--- config.mk ---
export PLATFORM = sky130hd
export DESIGN_NAME = muldiv_unit
export DESIGN_NICKNAME = d
export VERILOG_FILES = /design/src/rtl/muldiv_unit.sv
export SDC_FILE = /design/constraint.sdc
export NUM_CORES = 1
export LEC_CHECK = 0
export CORE_ASPECT_RATIO = 0.75
export CORE_UTILIZATION = 35
export CTS_CLUSTER_SIZE = 16
export DETAILED_ROUTE_END_ITERATION = 7
export GPL_TIMING_DRIVEN = 0
export PLACE_DENSITY = 0.52
export RECOVER_POWER = 50
export SYNTH_ARGS = -nofsm -noshare
export SYNTH_HDL_FRONTEND = slang
export SYNTH_SLANG_ARGS = --single-unit
--- constraint.sdc ---
create_clock -name clk -period 11.19 [get_ports clk]
set_input_delay 2.7975 -clock clk [delete_from_list [all_inputs] [get_ports clk]]
set_output_delay 2.7975 -clock clk [all_outputs]
set_load 0.03 [all_outputs]
--- src/rtl/muldiv_unit.sv ---
// ---------------------------------------------------------------------------
// muldiv_unit
//   Iterative RV32M multiply/divide unit for the execute stage. One operation
//   is accepted through start/ready. The unit runs DATA_WIDTH/STEP BUSY cycles
//   and then raises done for one cycle with the result registered. Divide by
//   zero and signed divide overflow skip the iteration and finish directly.
//
// Handshake: an operation is accepted on a rising edge where
//   start & ready & ~kill. ready is high in IDLE and DONE, so a new operation
//   can be issued in the done cycle. busy stalls the pipeline. done is a
//   one-cycle pulse. result holds its value until the next done.
//   kill aborts any operation, gives no done, and leaves result unchanged.
//
// Ports
//   clk     in   rising-edge clock
//   rst     in   synchronous active-high reset
//   start   in   operation request
//   op      in   funct3: MUL MULH MULHSU MULHU DIV DIVU REM REMU
//   in1     in   rs1 (multiplicand / dividend)
//   in2     in   rs2 (multiplier / divisor)
//   kill    in   pipeline flush
//   ready   out  unit can accept start
//   busy    out  iteration in progress
//   done    out  one-cycle result-valid pulse
//   result  out  registered result
// ---------------------------------------------------------------------------
module muldiv_unit #(
  parameter int DATA_WIDTH = 32,
  parameter int STEP       = 1
) (
  input  logic                  clk,
  input  logic                  rst,
  input  logic                  start,
  input  logic [2:0]            op,
  input  logic [DATA_WIDTH-1:0] in1,
  input  logic [DATA_WIDTH-1:0] in2,
  input  logic                  kill,
  output logic                  ready,
  output logic                  busy,
  output logic                  done,
  output logic [DATA_WIDTH-1:0] result
);

  localparam int W  = DATA_WIDTH;
  localparam int N  = DATA_WIDTH / STEP;
  localparam int CW = $clog2(N + 1);

  localparam logic [1:0] S_IDLE = 2'd0;
  localparam logic [1:0] S_BUSY = 2'd1;
  localparam logic [1:0] S_DONE = 2'd2;

  localparam logic [W-1:0]   ONE_W  = {{(W-1){1'b0}}, 1'b1};
  localparam logic [2*W-1:0] ONE_2W = {{(2*W-1){1'b0}}, 1'b1};
  localparam logic [W-1:0]   MIN_W  = {1'b1, {(W-1){1'b0}}};

  logic [1:0]     state_q, state_d;
  logic [CW-1:0]  cnt_q, cnt_d;
  logic [2:0]     op_q, op_d;
  logic           neg_q, neg_d;     // product / quotient sign
  logic           s1_q, s1_d;       // remainder sign
  logic [W-1:0]   b_q, b_d;         // multiplicand or divisor magnitude
  logic [2*W-1:0] acc_q, acc_d;     // {high, low} working register
  logic [W-1:0]   result_q, result_d;

  // Accept-side decode
  logic           accept;
  logic           sg1, sg2, s1, s2;
  logic [W-1:0]   mag1, mag2;
  logic           div_zero, div_ovf;
  logic [W-1:0]   fast_res;

  // Iteration datapath
  logic [2*W-1:0] acc_step;
  logic [W:0]     rem_sh;
  logic [W:0]     hi_sum;
  logic [2*W-1:0] prod_fix;
  logic [W-1:0]   quot, rmd;
  logic [W-1:0]   res_norm;

  assign ready  = (state_q != S_BUSY);
  assign busy   = (state_q == S_BUSY);
  assign done   = (state_q == S_DONE);
  assign result = result_q;

  assign accept = start & ready & ~kill;

  // Signedness of each source: for divides op[0] selects unsigned, for
  // multiplies only MULHU treats rs1 as unsigned and MULHSU/MULHU rs2.
  assign sg1  = op[2] ? ~op[0] : (op[1:0] != 2'b11);
  assign sg2  = op[2] ? ~op[0] : ~op[1];
  assign s1   = sg1 & in1[W-1];
  assign s2   = sg2 & in2[W-1];
  assign mag1 = s1 ? (~in1 + ONE_W) : in1;
  assign mag2 = s2 ? (~in2 + ONE_W) : in2;

  assign div_zero = op[2] & (in2 == '0);
  assign div_ovf  = op[2] & ~op[0] & (in1 == MIN_W) & (in2 == '1);
  // op[1] distinguishes REM/REMU from DIV/DIVU.
  assign fast_res = div_zero ? (op[1] ? in1 : '1) : (op[1] ? '0 : in1);

  // STEP iterations per cycle. Multiply: shift-add with the multiplier in the
  // low half, consumed from the LSB. Divide: restoring division with the
  // dividend in the low half shifted into the remainder in the high half;
  // quotient bits enter the low half from the right.
  always_comb begin
    acc_step = acc_q;
    rem_sh   = '0;
    hi_sum   = '0;
    for (int i = 0; i < STEP; i++) begin
      if (op_q[2]) begin
        rem_sh = {acc_step[2*W-1:W], acc_step[W-1]};
        if (rem_sh >= {1'b0, b_q}) begin
          rem_sh   = rem_sh - {1'b0, b_q};
          acc_step = {rem_sh[W-1:0], acc_step[W-2:0], 1'b1};
        end else begin
          acc_step = {rem_sh[W-1:0], acc_step[W-2:0], 1'b0};
        end
      end else begin
        hi_sum   = {1'b0, acc_step[2*W-1:W]} + (acc_step[0] ? {1'b0, b_q} : '0);
        acc_step = {hi_sum, acc_step[W-1:1]};
      end
    end
  end

  // Final sign correction, applied only when result is written.
  always_comb begin
    prod_fix = neg_q ? (~acc_step + ONE_2W) : acc_step;
    quot     = acc_step[W-1:0];
    rmd      = acc_step[2*W-1:W];
    res_norm = '0;
    if (op_q[2]) begin
      if (op_q[1]) res_norm = s1_q ? (~rmd + ONE_W) : rmd;
      else         res_norm = neg_q ? (~quot + ONE_W) : quot;
    end else begin
      res_norm = (op_q[1:0] == 2'b00) ? prod_fix[W-1:0] : prod_fix[2*W-1:W];
    end
  end

  always_comb begin
    state_d  = state_q;
    cnt_d    = cnt_q;
    op_d     = op_q;
    neg_d    = neg_q;
    s1_d     = s1_q;
    b_d      = b_q;
    acc_d    = acc_q;
    result_d = result_q;

    case (state_q)
      S_BUSY: begin
        cnt_d = cnt_q - CW'(1);
        acc_d = acc_step;
        if (cnt_q == CW'(1)) begin
          state_d  = S_DONE;
          result_d = res_norm;
        end
      end
      S_DONE:  state_d = S_IDLE;
      default: state_d = S_IDLE;
    endcase

    if (accept) begin
      op_d  = op;
      neg_d = s1 ^ s2;
      s1_d  = s1;
      if (div_zero | div_ovf) begin
        state_d  = S_DONE;
        cnt_d    = '0;
        result_d = fast_res;
      end else begin
        state_d = S_BUSY;
        cnt_d   = CW'(N);
        acc_d   = {{W{1'b0}}, (op[2] ? mag1 : mag2)};
        b_d     = op[2] ? mag2 : mag1;
      end
    end

    // kill beats everything but rst: no done, result untouched.
    if (kill) begin
      state_d  = S_IDLE;
      result_d = result_q;
    end
  end

  always_ff @(posedge clk) begin
    if (rst) begin
      state_q  <= S_IDLE;
      cnt_q    <= '0;
      op_q     <= '0;
      neg_q    <= 1'b0;
      s1_q     <= 1'b0;
      b_q      <= '0;
      acc_q    <= '0;
      result_q <= '0;
    end else begin
      state_q  <= state_d;
      cnt_q    <= cnt_d;
      op_q     <= op_d;
      neg_q    <= neg_d;
      s1_q     <= s1_d;
      b_q      <= b_d;
      acc_q    <= acc_d;
      result_q <= result_d;
    end
  end

endmodule

==> results.json <==
{
  "final-setup-viol-count": 0,
  "netlist_area_um2": 16700,
  "first_pass_iters": 6,
  "detailroute.via_count": 20549,
  "worst-endpoint-arrival_ps": 8880,
  "final_layout_size_suffix_gt1_share_pct": 5.41,
  "rows": 68,
  "root_buffer": "sky130_fd_sc_hd__clkbuf_16",
  "whs_path_depth": 2,
  "timing.hold.worst_endpoint": "result[1]$_SDFFE_PP0N_",
  "placeable_core_region_um2": 46500,
  "outcome": "finished with violations",
  "cts_tree": "yes",
  "worst-r2r-setup-slack_ps": 2740,
  "path_delay_family": "simple AND/OR/NAND/NOR gates",
  "post_cts_setup_buffers": 0,
  "slowest_stage": "sky130_fd_sc_hd__dlygate4sd3_1",
  "viasPerCell": 6.41,
  "worst_path_maximum_fanout": 10,
  "regToRegEndpoint": "result[8]$_SDFFE_PP0N_",
  "ys_types": 107,
  "grt_pass1_vias": 18284,
  "yosys_register_bits": 141,
  "synth_async_sr_flop_share_pct": 0,
  "ctsHoldBuffers": 0,
  "violations": "capacitance limit",
  "synth_enable_flop_cells": 0,
  "drt.antenna.violating_nets": 0,
  "mapped_avg_cell_area_um2": 6.84,
  "globalRouteOverflowTotal": 0,
  "drt-total-wl_um": 94100,
  "hold_class": "flop to flop",
  "grt_pass1_wl_um": 133000,
  "start_util_pct": 35.9,
  "end_kind": "flop",
  "finalHoldViolCount": 0,
  "static-leakage-power_nw": 7.09,
  "tightest_slew_ps": 1470,
  "cp_slowest_stage_delay_ps": 690,
  "required_ps": 11510,
  "grt_max_degree": 17,
  "cts_max_level": 4,
  "min_period_ps": 8570,
  "crit_path_start_kind": "input port",
  "period_share_pct": 76.5,
  "rsz0062_at_grt": "no",
  "final_layout_net_count": 2702,
  "track_usage_pct": 38.3,
  "max-slew-margin-rel_pct": 2.08,
  "worst_ir_drop_vdd_mv": 0.0930,
  "crit-reg2reg-launch": "op_q[2]$_SDFFE_PP0P_",
  "synthesis.nets": 2580,
  "post_cts_resize_count": 0,
  "crit_type": "input port to flop",
  "final_common_cell": "sky130_fd_sc_hd__nand2_1",
  "place_congestion": 1.06,
  "clk_pin_slew_ps": 70,
  "post-route-worst-setup-slack_ps": 2620,
  "boundaryPins": 106,
  "count_of_input_and_output_buffers": 102,
  "final_cells": 3204,
  "yosys_warnings": 0,
  "critical_path.cell_chain": "dlygate4sd3_1 > inv_1 > ha_1 > or3b_2 > nor4_1 > nand2_1 > nor4_1 > nand3_1 > o31a_1 > nor2_1 > o21ai_2 > a21oi_1 > nor3_1 > o21ai_0 > a221o_1 > o21ai_0",
  "peak_freq_mhz": 117,
  "hold_path_startpoint": "result[1]$_SDFFE_PP0N_",
  "detail_route.drc_violations": 0,
  "postSynth.topFlopCell": "sky130_fd_sc_hd__dfxtp_1",
  "clk_latency_ps": 480,
  "clock-skew-final_ps": 20.3,
  "detailed_place_hpwl_um": 77400,
  "final.setup.tns_ps": 0,
  "avgRoutedWirePerCell_um": 29.4,
  "first_iter_violations": 2739,
  "design.die.area_um2": 48500,
  "power.density_nw_per_um2": 110,
  "cts-buffers-inserted": 17,
  "cp_num_buf_inv": 2,
  "maxSlewViolCount": 0,
  "die_h_um": 191,
  "syn_inst": 2436,
  "die_width_um": 254,
  "initial_antenna_violation_count": 1,
  "ctsLongestPathBuffers": 2,
  "most-common-layout-cells": "sky130_fd_sc_hd__nand2_1, sky130_fd_sc_hd__a21oi_1, sky130_fd_sc_hd__nor2_1",
  "syn_to_final_growth_pct": 14.4,
  "number_of_placed_instances_with_taps_included": 3169,
  "max_cap_viol_count": 1,
  "rr_worst_depth": 25,
  "post_synthesis_sequential_area_ratio_pct": 16.9,
  "place_ws_ps": 2780,
  "numClockSinks": 141
}
[tightest hold or removal path: stages (launching register included)]
cell,delay (ps)
sky130_fd_sc_hd__dfxtp_1,310
sky130_fd_sc_hd__inv_1,50
sky130_fd_sc_hd__o22ai_1,50
[where the power goes]
| group | total [mW] | switching, mW | internal, mW |
|---|---|---|---|
| combinational | 0.917 | 0.640 | 0.277 |
| clock | 0.617 | 0.299 | 0.318 |
| sequential | 0.556 | 0.0333 | 0.523 |
[how the worst max path moves through the flow]
stage	startpoint	cells past startpoint	slack, ps	to
final	in1[1]	16	2620	result[9]$_SDFFE_PP0N_
after global routing	in1[1]	16	2270	result[29]$_SDFFE_PP0N_
after CTS	op_q[2]$_SDFFE_PP0P_	25	3040	result[8]$_SDFFE_PP0N_
after detailed placement	in2[0]	17	2780	result[9]$_SDFFE_PP0N_
after global placement	in1[0]	16	2810	result[9]$_SDFFE_PP0N_
after floorplan	in2[19]	14	4900	result[29]$_SDFFE_PP0N_
[metrics by stage]
stage / cell area (µm²) / utilization [%] / hold WS, ps / power, mW
final: 19100 / 41.0 / 459 / 2.09
after global routing: 19100 / 41.0 / 486 / 2.14
after CTS: 19100 / 41.1 / 462 / 2.04
after detailed placement: 18500 / 39.8 / 447 / 1.44
after global placement: 18500 / 39.8 / 444 / 1.43
after floorplan: 16700 / - / 440 / 1.09
[state kept, by name (all words and copies together) (netlist names)]
signal,cells
neg_q,1
acc_q,64
s1_q,1
b_q,32
op_q,3
state_q,2
cnt_q,6
result,32
[final cells by class]
type                    count  area (µm²)
fillers                  5046       27400
clock inverters            15         169
clock buffers              17         425
repair buffers            103        1030
diodes                      3        7.51
multi-input cells        2027       12700
flip-flops and latches    141        2820
plain buffers             175         744
well taps                 630         788
inverters                  93         349
[cells in the mapped netlist (13+ instances only)]
| master | n | area share (%) |
|---|---|---|
| sky130_fd_sc_hd__a211oi_1 | 49 | 2.2 |
| sky130_fd_sc_hd__a21o_1 | 33 | 1.5 |
| sky130_fd_sc_hd__a21oi_1 | 244 | 7.3 |
| sky130_fd_sc_hd__a221oi_1 | 14 | 0.74 |
| sky130_fd_sc_hd__a31oi_1 | 24 | 0.90 |
| sky130_fd_sc_hd__and2_1 | 38 | 1.4 |
| sky130_fd_sc_hd__buf_1 | 15 | 0.34 |
| sky130_fd_sc_hd__buf_2 | 37 | 1.1 |
| sky130_fd_sc_hd__clkbuf_1 | 114 | 2.6 |
| sky130_fd_sc_hd__dfxtp_1 | 141 | 17 |
| sky130_fd_sc_hd__ha_1 | 71 | 5.3 |
| sky130_fd_sc_hd__inv_1 | 91 | 2.1 |
| sky130_fd_sc_hd__mux2i_1 | 44 | 2.6 |
| sky130_fd_sc_hd__nand2_1 | 348 | 7.8 |
| sky130_fd_sc_hd__nand3_1 | 53 | 1.6 |
| sky130_fd_sc_hd__nand4_1 | 37 | 1.4 |
| sky130_fd_sc_hd__nor2_1 | 198 | 4.5 |
| sky130_fd_sc_hd__nor2b_1 | 14 | 0.53 |
| sky130_fd_sc_hd__nor3_1 | 90 | 2.7 |
| sky130_fd_sc_hd__nor4_1 | 25 | 0.94 |
| sky130_fd_sc_hd__o211ai_1 | 88 | 4.0 |
| sky130_fd_sc_hd__o21a_1 | 21 | 0.95 |
| sky130_fd_sc_hd__o21ai_0 | 143 | 4.3 |
| sky130_fd_sc_hd__o22ai_1 | 14 | 0.53 |
| sky130_fd_sc_hd__o31ai_1 | 31 | 1.4 |
| sky130_fd_sc_hd__or3_1 | 18 | 0.68 |
| sky130_fd_sc_hd__or4_1 | 13 | 0.59 |
| sky130_fd_sc_hd__xnor2_1 | 93 | 4.9 |
| sky130_fd_sc_hd__xor2_1 | 64 | 3.4 |
[routing by layer]
layer | GRT usage [%] | part of all wire [%]
met1 | 59.1 | 47
met2 | 49.6 | 37
met3 | 11.8 | 13
met4 | 8.80 | 2.3
met5 | 0 | 0
[kinds of logic (layout without fill, tap and decap cells)]
group	Yosys count	in the layout	synth area share, %
flops	141	141	16.9
fa+ha+maj	75	75	5.69
simple gates	914	914	26.0
compound gates	828	828	33.3
other cells	0	3	0
xor+xnor	157	157	8.25
buf+inv	268	403	6.57
mux	53	53	3.25
Note: power is estimated with default switching activity, not from simulation.
